[config.mk]
export PLATFORM = sky130hd
export DESIGN_NAME = usb_tx_packetizer_flat
export DESIGN_NICKNAME = d
export VERILOG_FILES = /design/src/rtl/usb_tx_packetizer_pkg.sv /design/src/rtl/usb_tx_packetizer_if.sv /design/src/rtl/usb_crc16.sv /design/src/rtl/usb_tx_packetizer.sv /design/src/flat_wrapper.sv
export SDC_FILE = /design/constraint.sdc
export NUM_CORES = 1
export LEC_CHECK = 0
export CORE_UTILIZATION = 40
export CTS_CLUSTER_SIZE = 8
export DETAILED_ROUTE_END_ITERATION = 8
export DONT_BUFFER_PORTS = 1
export PLACE_DENSITY = 0.63
export SETUP_SLACK_MARGIN = 0.4
export SLEW_MARGIN = 0
export SYNTH_ARGS = -nofsm -noshare
export SYNTH_HDL_FRONTEND = slang
export SYNTH_SLANG_ARGS = --single-unit
[constraint.sdc]
create_clock -name clk -period 2.04 [get_ports clk]
set_input_delay 0.408 -clock clk [delete_from_list [all_inputs] [get_ports clk]]
set_output_delay 0.408 -clock clk [all_outputs]
set_load 0.02 [all_outputs]
[src/rtl/usb_tx_packetizer_pkg.sv]
// rtl/usb_tx_packetizer_pkg.sv - shared types and constants for the USB full-speed TX packetizer
// Contents: tx_pid_sel enum, PID byte constants, SYNC_BYTE, state enum (values are state_code)
package usb_tx_pkg;

    typedef enum logic [2:0] {
        PID_DATA0 = 3'd0,
        PID_DATA1 = 3'd1,
        PID_ACK   = 3'd2,
        PID_NAK   = 3'd3,
        PID_STALL = 3'd4
    } pid_sel_e;

    localparam logic [7:0] SYNC_BYTE       = 8'h80;
    localparam logic [7:0] PID_BYTE_DATA0  = 8'hC3;
    localparam logic [7:0] PID_BYTE_DATA1  = 8'h4B;
    localparam logic [7:0] PID_BYTE_ACK    = 8'hD2;
    localparam logic [7:0] PID_BYTE_NAK    = 8'h5A;
    localparam logic [7:0] PID_BYTE_STALL  = 8'h1E;

    typedef enum logic [3:0] {
        ST_IDLE    = 4'd0,
        ST_SYNC    = 4'd1,
        ST_PID     = 4'd2,
        ST_DATA    = 4'd3,
        ST_CRC_LO  = 4'd4,
        ST_CRC_HI  = 4'd5,
        ST_EOP_SE0 = 4'd6,
        ST_EOP_J   = 4'd7
    } state_e;

    // PID byte as it goes on the wire (LSB-first shifter); caller guarantees sel <= 4
    function automatic logic [7:0] pid_byte(input logic [2:0] sel);
        case (sel)
            PID_DATA0: return PID_BYTE_DATA0;
            PID_DATA1: return PID_BYTE_DATA1;
            PID_ACK:   return PID_BYTE_ACK;
            PID_NAK:   return PID_BYTE_NAK;
            default:   return PID_BYTE_STALL;
        endcase
    endfunction

    function automatic logic pid_is_data(input logic [2:0] sel);
        return (sel == PID_DATA0) || (sel == PID_DATA1);
    endfunction

endpackage

[src/rtl/usb_tx_packetizer_if.sv]
// rtl/usb_tx_packetizer_if.sv - request, TX-buffer and serializer signals of the USB TX packetizer
// Modports: slave = packetizer side, master = requester/buffer/serializer side
interface usb_tx_packetizer_if #(
    parameter int LEN_W = 7
);
    logic             tx_start;
    logic [2:0]       tx_pid_sel;
    logic [LEN_W-1:0] tx_len;
    logic [7:0]       data_in;
    logic             data_valid;
    logic             data_ready;
    logic [15:0]      crc_in;
    logic             byte_req;
    logic             load_en;
    logic [7:0]       load_byte;
    logic             eop_active;
    logic             eop_j;
    logic             busy;
    logic             tx_done;
    logic             tx_err;
    logic [3:0]       state_code;

    modport slave (
        input  tx_start, tx_pid_sel, tx_len, data_in, data_valid, crc_in, byte_req,
        output data_ready, load_en, load_byte, eop_active, eop_j, busy, tx_done, tx_err, state_code
    );

    modport master (
        output tx_start, tx_pid_sel, tx_len, data_in, data_valid, crc_in, byte_req,
        input  data_ready, load_en, load_byte, eop_active, eop_j, busy, tx_done, tx_err, state_code
    );
endinterface

[src/rtl/usb_crc16.sv]
// rtl/usb_crc16.sv - byte-wide reflected CRC16 (poly 0xA001, init 0xFFFF) with clear and enable
// Ports: clk, rst (async high), clr (reload init), en (absorb data), data[7:0], crc[15:0] (uncomplemented)
// Built only when USB_TX_CRC16_EN is defined.
`ifdef USB_TX_CRC16_EN
module usb_crc16 (
    input  logic        clk,
    input  logic        rst,
    input  logic        clr,
    input  logic        en,
    input  logic [7:0]  data,
    output logic [15:0] crc
);
    function automatic logic [15:0] crc16_byte(input logic [15:0] c, input logic [7:0] d);
        logic [15:0] r;
        r = c ^ {8'h00, d};
        for (int i = 0; i < 8; i++) begin
            r = r[0] ? ((r >> 1) ^ 16'hA001) : (r >> 1);
        end
        return r;
    endfunction

    always_ff @(posedge clk or posedge rst) begin
        if (rst) begin
            crc <= 16'hFFFF;
        end else if (clr) begin
            crc <= 16'hFFFF;
        end else if (en) begin
            crc <= crc16_byte(crc, data);
        end
    end
endmodule
`endif

[src/rtl/usb_tx_packetizer.sv]
// rtl/usb_tx_packetizer.sv - byte-level USB full-speed TX sequencer: SYNC, PID, payload, CRC16, EOP
// Ports: clk, rst (async active-high), bus (usb_tx_packetizer_if.slave: start/pid/len request,
//        data_in/data_valid/data_ready buffer pop, crc_in, byte_req/load_en/load_byte shifter,
//        eop_active/eop_j line drive, busy/tx_done/tx_err/state_code status)
// Option: USB_TX_CRC16_EN - CRC computed internally over the payload instead of taken from crc_in.
module usb_tx_packetizer
    import usb_tx_pkg::*;
#(
    parameter int MAX_DATA_BYTES = 64,
    parameter int LEN_W          = 7,
    parameter int BIT_CYCLES     = 8
) (
    input  logic clk,
    input  logic rst,
    usb_tx_packetizer_if.slave bus
);
    localparam int EOP_W = $clog2(2 * BIT_CYCLES + 1);
    localparam logic [EOP_W-1:0] SE0_LAST = EOP_W'(2 * BIT_CYCLES - 1);
    localparam logic [EOP_W-1:0] J_LAST   = EOP_W'(BIT_CYCLES - 1);
    localparam logic [LEN_W:0]   MAX_LEN  = (LEN_W + 1)'(MAX_DATA_BYTES);

    state_e           state;
    logic [2:0]       pid_q;
    logic [LEN_W:0]   len_q;
    logic [LEN_W:0]   count;
    logic [EOP_W-1:0] eop_cnt;
    logic             load_en_q;
    logic [7:0]       load_byte_q;
    logic             eop_active_q;
    logic             eop_j_q;
    logic             busy_q;
    logic             tx_done_q;
    logic             tx_err_q;

    logic             req_ok;
    logic             start_ok;
    logic             data_pop;
    logic [15:0]      crc_tx;

    // A byte_req landing on a load cycle violates the serializer contract and is dropped.
    assign req_ok   = bus.byte_req & ~load_en_q;
    assign start_ok = (bus.tx_pid_sel <= 3'd4) &&
                      ((bus.tx_pid_sel > 3'd1) || ({1'b0, bus.tx_len} <= MAX_LEN));
    assign data_pop = (state == ST_DATA) && req_ok && (count != len_q) && bus.data_valid;

`ifdef USB_TX_CRC16_EN
    logic [15:0] crc_q;
    logic        unused_crc_in;

    usb_crc16 u_crc16 (
        .clk  (clk),
        .rst  (rst),
        .clr  (state == ST_IDLE),
        .en   (data_pop),
        .data (bus.data_in),
        .crc  (crc_q)
    );

    assign crc_tx        = ~crc_q;
    assign unused_crc_in = ^bus.crc_in;
`else
    assign crc_tx = bus.crc_in;
`endif

    always_ff @(posedge clk or posedge rst) begin
        if (rst) begin
            state        <= ST_IDLE;
            pid_q        <= 3'd0;
            len_q        <= '0;
            count        <= '0;
            eop_cnt      <= '0;
            load_en_q    <= 1'b0;
            load_byte_q  <= 8'h00;
            eop_active_q <= 1'b0;
            eop_j_q      <= 1'b0;
            busy_q       <= 1'b0;
            tx_done_q    <= 1'b0;
            tx_err_q     <= 1'b0;
        end else begin
            load_en_q <= 1'b0;
            tx_done_q <= 1'b0;
            tx_err_q  <= 1'b0;
            case (state)
                ST_IDLE: begin
                    if (bus.tx_start) begin
                        if (start_ok) begin
                            state       <= ST_SYNC;
                            busy_q      <= 1'b1;
                            pid_q       <= bus.tx_pid_sel;
                            len_q       <= {1'b0, bus.tx_len};
                            count       <= '0;
                            load_en_q   <= 1'b1;
                            load_byte_q <= SYNC_BYTE;
                        end else begin
                            tx_err_q <= 1'b1;
                        end
                    end
                end
                ST_SYNC: begin
                    if (req_ok) begin
                        state       <= ST_PID;
                        load_en_q   <= 1'b1;
                        load_byte_q <= pid_byte(pid_q);
                    end
                end
                ST_PID: begin
                    if (req_ok) begin
                        if (!pid_is_data(pid_q)) begin
                            state        <= ST_EOP_SE0;
                            eop_active_q <= 1'b1;
                            eop_cnt      <= '0;
                        end else if (len_q == '0) begin
                            state       <= ST_CRC_LO;
                            load_en_q   <= 1'b1;
                            load_byte_q <= crc_tx[7:0];
                        end else begin
                            state <= ST_DATA;
                        end
                    end
                end
                ST_DATA: begin
                    if (req_ok) begin
                        if (count == len_q) begin
                            state       <= ST_CRC_LO;
                            load_en_q   <= 1'b1;
                            load_byte_q <= crc_tx[7:0];
                        end else if (bus.data_valid) begin
                            load_en_q   <= 1'b1;
                            load_byte_q <= bus.data_in;
                            count       <= count + 1'b1;
                        end else begin
                            // Underrun: abandon the payload, close the packet with EOP.
                            tx_err_q     <= 1'b1;
                            state        <= ST_EOP_SE0;
                            eop_active_q <= 1'b1;
                            eop_cnt      <= '0;
                        end
                    end
                end
                ST_CRC_LO: begin
                    if (req_ok) begin
                        state       <= ST_CRC_HI;
                        load_en_q   <= 1'b1;
                        load_byte_q <= crc_tx[15:8];
                    end
                end
                ST_CRC_HI: begin
                    if (req_ok) begin
                        state        <= ST_EOP_SE0;
                        eop_active_q <= 1'b1;
                        eop_cnt      <= '0;
                    end
                end
                ST_EOP_SE0: begin
                    if (eop_cnt == SE0_LAST) begin
                        state        <= ST_EOP_J;
                        eop_active_q <= 1'b0;
                        eop_j_q      <= 1'b1;
                        eop_cnt      <= '0;
                        tx_done_q    <= (BIT_CYCLES == 1);
                    end else begin
                        eop_cnt <= eop_cnt + 1'b1;
                    end
                end
                ST_EOP_J: begin
                    if (eop_cnt == J_LAST) begin
                        state   <= ST_IDLE;
                        eop_j_q <= 1'b0;
                        busy_q  <= 1'b0;
                    end else begin
                        eop_cnt <= eop_cnt + 1'b1;
                        // tx_done is registered, so raise it one cycle early to land on the last J cycle.
                        tx_done_q <= ((eop_cnt + 1'b1) == J_LAST);
                    end
                end
                default: state <= ST_IDLE;
            endcase
        end
    end

    assign bus.data_ready = data_pop;
    assign bus.load_en    = load_en_q;
    assign bus.load_byte  = load_byte_q;
    assign bus.eop_active = eop_active_q;
    assign bus.eop_j      = eop_j_q;
    assign bus.busy       = busy_q;
    assign bus.tx_done    = tx_done_q;
    assign bus.tx_err     = tx_err_q;
    assign bus.state_code = state;

endmodule
[src/flat_wrapper.sv]
// flat-port wrapper written by rule: the top's interface ports become plain ports
module usb_tx_packetizer_flat import usb_tx_pkg::*;
#(
    parameter int MAX_DATA_BYTES = 64,
    parameter int LEN_W          = 7,
    parameter int BIT_CYCLES     = 8
)
  (clk, rst, bus_tx_start, bus_tx_pid_sel, bus_tx_len, bus_data_in, bus_data_valid, bus_crc_in, bus_byte_req, bus_data_ready, bus_load_en, bus_load_byte, bus_eop_active, bus_eop_j, bus_busy, bus_tx_done, bus_tx_err, bus_state_code);
  usb_tx_packetizer_if #(.LEN_W(LEN_W)) bus_i ();
  input  logic clk;
  input  logic rst;
  input wire logic [$bits(bus_i.tx_start)-1:0] bus_tx_start;
  input wire logic [$bits(bus_i.tx_pid_sel)-1:0] bus_tx_pid_sel;
  input wire logic [$bits(bus_i.tx_len)-1:0] bus_tx_len;
  input wire logic [$bits(bus_i.data_in)-1:0] bus_data_in;
  input wire logic [$bits(bus_i.data_valid)-1:0] bus_data_valid;
  input wire logic [$bits(bus_i.crc_in)-1:0] bus_crc_in;
  input wire logic [$bits(bus_i.byte_req)-1:0] bus_byte_req;
  output wire logic [$bits(bus_i.data_ready)-1:0] bus_data_ready;
  output wire logic [$bits(bus_i.load_en)-1:0] bus_load_en;
  output wire logic [$bits(bus_i.load_byte)-1:0] bus_load_byte;
  output wire logic [$bits(bus_i.eop_active)-1:0] bus_eop_active;
  output wire logic [$bits(bus_i.eop_j)-1:0] bus_eop_j;
  output wire logic [$bits(bus_i.busy)-1:0] bus_busy;
  output wire logic [$bits(bus_i.tx_done)-1:0] bus_tx_done;
  output wire logic [$bits(bus_i.tx_err)-1:0] bus_tx_err;
  output wire logic [$bits(bus_i.state_code)-1:0] bus_state_code;
  assign bus_i.tx_start = bus_tx_start;
  assign bus_i.tx_pid_sel = bus_tx_pid_sel;
  assign bus_i.tx_len = bus_tx_len;
  assign bus_i.data_in = bus_data_in;
  assign bus_i.data_valid = bus_data_valid;
  assign bus_i.crc_in = bus_crc_in;
  assign bus_i.byte_req = bus_byte_req;
  assign bus_data_ready = bus_i.data_ready;
  assign bus_load_en = bus_i.load_en;
  assign bus_load_byte = bus_i.load_byte;
  assign bus_eop_active = bus_i.eop_active;
  assign bus_eop_j = bus_i.eop_j;
  assign bus_busy = bus_i.busy;
  assign bus_tx_done = bus_i.tx_done;
  assign bus_tx_err = bus_i.tx_err;
  assign bus_state_code = bus_i.state_code;
  usb_tx_packetizer #(.MAX_DATA_BYTES(MAX_DATA_BYTES), .LEN_W(LEN_W), .BIT_CYCLES(BIT_CYCLES)) u_core (.clk(clk), .rst(rst), .bus(bus_i));
endmodule
==> results by group <==
Clock network
  – Worst-Skew Late Latency: 0.31 ns
  – CTS Buf Count: 5
  – Hold_buf cts: 0
  – CTS sink cnt: 40
  – CTS Buffer Depth: 2
  – CTS clk-pin slew, worst paths: 0.09 ns
  – CTS tree: yes
  – CTS root buffer: clkbuf_8
  – H-tree level count: 2

Setup path
  – Crit-path slowest cell: dfrtp_2
  – Register-to-Register Path Depth: 7
  – Top Family by Delay on Critical Path: simple AND/OR/NAND/NOR gates
  – CP max FO: 6
  – Crit start category: flip-flop
  – CP bufs+invs: 1
  – Worst Path Required: 1.63 ns
  – WS Path Type: flip-flop to output pin
  – Flop2flop setup slack: -0.03 ns
  – CP Capture Type: output pin
  – Worst EP arrival: 1.69 ns
  – Reg-to-Reg Start: u_core.len_q[2]
  – CP cell instances: buf_2 -> nor2_2 -> a21oi_4 -> nor3_4
  – R2r endpoint: u_core.bus.load_byte[0]
  – Slowest Stage Delay on Critical Path: 0.49 ns

Timing
  – Final Critical Period: 2.10 ns
  – Worst-margin pin slew: 0.527 ns
  – PnR worst setup slack: -0.0601 ns
  – Setup-failing EPs final: 6
  – Max_slew headroom: 64.9%
  – Hold Vio Cnt, Final: 0
  – RSZ-0062 raised after global routing: true
  – Fin Clk Skew: 0.0168 ns
  – Peak Freq: 476 MHz
  – Tcrit/Tclk final: 103%
  – Max Slew Vio Count: 0

Floorplanning
  – Core Area: 0.00596 mm²
  – # IOs: 58
  – Die Span X: 80.6 µm
  – Die Area: 0.00650 mm²
  – DIE HEIGHT: 80.6 µm
  – Row count: 28
  – Initial Util: 41.5%

Power and ir drop
  – Leakage power total: 1.55 nW
  – Pwr dens: 1440 mW/mm²
  – Maximum vdd ir drop: 0.707 mV

Yosys
  – Synth Warn #: 0
  – Register area share after synthesis: 40.5%
  – EDFF count, synth: 0
  – Yosys reg bits: 40
  – Ys async rst share: 100%
  – Most common flop cell mapped by yosys: dfrtp_1
  – Synth unique cells: 51
  – Mapped Cells: 261
  – Mapped Area: 0.00247 mm²
  – Syn_nets: 305
  – Avg Cell Area, Syn: 9.47 µm²

Routing
  – Wire per inst: 19.4 µm
  – DRC violations left: 0
  – Detail Route Antenna Nets: 0
  – Routed WL: 7.77 mm
  – Drt initial violations: 228
  – Vias: 2369
  – Vias per inst: 5.92
  – TritonRoute pass-1 iters: 4

Worst hold path
  – Worst hold path class: input pin to async pin

GRT
  – Largest net degree at the start of global routing: 41
  – GRT Util Overall: 23.1%
  – GRT Residual Overflow: 0
  – First-pass GRT wire length: 11.2 mm
  – Vias in the first global route: 2229
  – Initial antenna violation count: 0

Finish
  – Share of layout cells above drive strength 1: 43.7%
  – Most frequent cells in the layout: buf_4 (43), dfrtp_1 (36), nand2_1 (23), buf_6 (18), nor2_1 (14)
  – Post-layout nets: 368
  – Layout Area Growth over Synthesis: 43.1%
  – Commonest non-fill, non-tap cell in the layout: buf_4
  – Share of the core filled with cells: 59.4%
  – N_diodes: 0
  – Final instance area: 0.00354 mm²

Placed design
  – Port-buffer cells: 0
  – Final Wtd Congestion: 0.858
  – DP HPWL: 4.70 mm
  – DP Area: 0.00283 mm²
  – Pre-CTS setup slack: -0.0653 ns

Flow run
  – Max-cap check violation count: 0

Outcome
  – Status: finished with violations
  – Failing checks: negative setup slack
==> Yosys cell counts (3+ instances only) <==
cell type  instances  area [µm²]
dfrtp_1           40        1000
nand2_1           27         101
mux2_2            17         191
nor2_1            17        63.8
nand3_1           14        70.1
a21oi_1           12        60.1
o21ai_0           12        60.1
nor2b_1           10        62.6
inv_1              9        33.8
nor3_1             9        45.0
a221o_1            7        70.1
mux2i_1            7        70.1
xor2_1             7        61.3
clkbuf_1           6        22.5
a21o_1             5        37.5
a22oi_1            5        37.5
ha_1               5        62.6
or2_2              4        25.0
buf_2              3        15.0
nand4b_1           3        26.3
nor4_1             3        18.8
o31ai_1            3        22.5
==> state kept, by name, indices dropped and copies added (netlist names), 3 cells and up <==
register and cells:
u_core.len_q 7, u_core.eop_cnt 5, u_core.count 8, u_core.bus.state_code 3, u_core.bus.load_byte 8, u_core.pid_q 3
==> repair_timing <==
item	4_1_cts	5_1_grt
buffers inserted	23	9
gates resized for setup	40	39
setup endpoints to repair	37	38
cloned	1	2
pin swaps	23	24
==> worst max-delay path by stage <==
| stage | start | to | slack [ns] | cells after the start |
|---|---|---|---|---|
| floorplan | u_core.count[5] | u_core.bus.load_byte[4] | 0.09 | 7 |
| global placement | u_core.len_q[3] | u_core.bus.load_byte[2] | 0.006 | 6 |
| detailed placement | u_core.len_q[3] | u_core.bus.load_byte[6] | -0.07 | 6 |
| CTS | u_core.len_q[3] | u_core.bus.load_byte[7] | -0.004 | 6 |
| global route | u_core.len_q[6] | u_core.bus.load_byte[6] | -0.11 | 7 |
| finish | u_core.bus.state_code[2] | bus_data_ready | -0.06 | 4 |
==> cells by family after synthesis <==
group | count (synthesis) | synth area share (%)
compound gates | 61 | 18.2
xor+xnor | 7 | 2.48
fa+ha+maj | 5 | 2.53
buf+inv | 21 | 3.80
flops | 40 | 40.5
mux | 24 | 10.6
other cells | 1 | 0.152
simple gates | 102 | 21.8
==> per-layer routing <==
metal  track usage, %  wire length, µm  share of wire (%)  up-vias
met5                0                0                  0        -
met4             6.61              131                1.7        0
met3             5.45              565                7.3       14
met2             36.7             3760                 48      101
met1             30.9             3320                 43     1164
li1                 -                -                  -     1090
==> per-stage QoR <==
step	TNS, ns	hold slack [ns]	cells	total power [mW]
2_1_floorplan	0	0.472	261	2.89
3_3_place_gp	0	0.461	357	3.47
3_5_place_dp	-0.430	0.471	357	3.52
4_1_cts	-0.00421	0.142	389	4.64
5_1_grt	-1.12	0.170	400	5.39
6_report	-0.119	0.106	400	5.11
==> worst reg2reg max path: stages, from the launching register on <==
cell and delay (ns):
dfrtp_1 0.40, buf_6 0.13, xor2_1 0.14, nor4_2 0.28, and3_4 0.34, nor2_4 0.08
a221o_1 0.35, mux2_2 0.26
==> layout make-up <==
class	instances	area (µm²)
Fill cell	463	2420
Multi-Input combinational cell	202	1710
Sequential cell	40	1010
Clock buffer	7	76.3
Clock inverter	1	5.00
Timing Repair Buffer	66	616
Tap cell	75	93.8
Inverter	9	33.8
==> report_power, final <==
part	internal, mW	total [mW]	switching, mW
Combinational	1.58	3.04	1.46
Sequential	1.10	1.52	0.421
Clock	0.241	0.544	0.303
Total	2.93	5.11	2.18
Note: power is estimated with default switching activity, not from simulation.
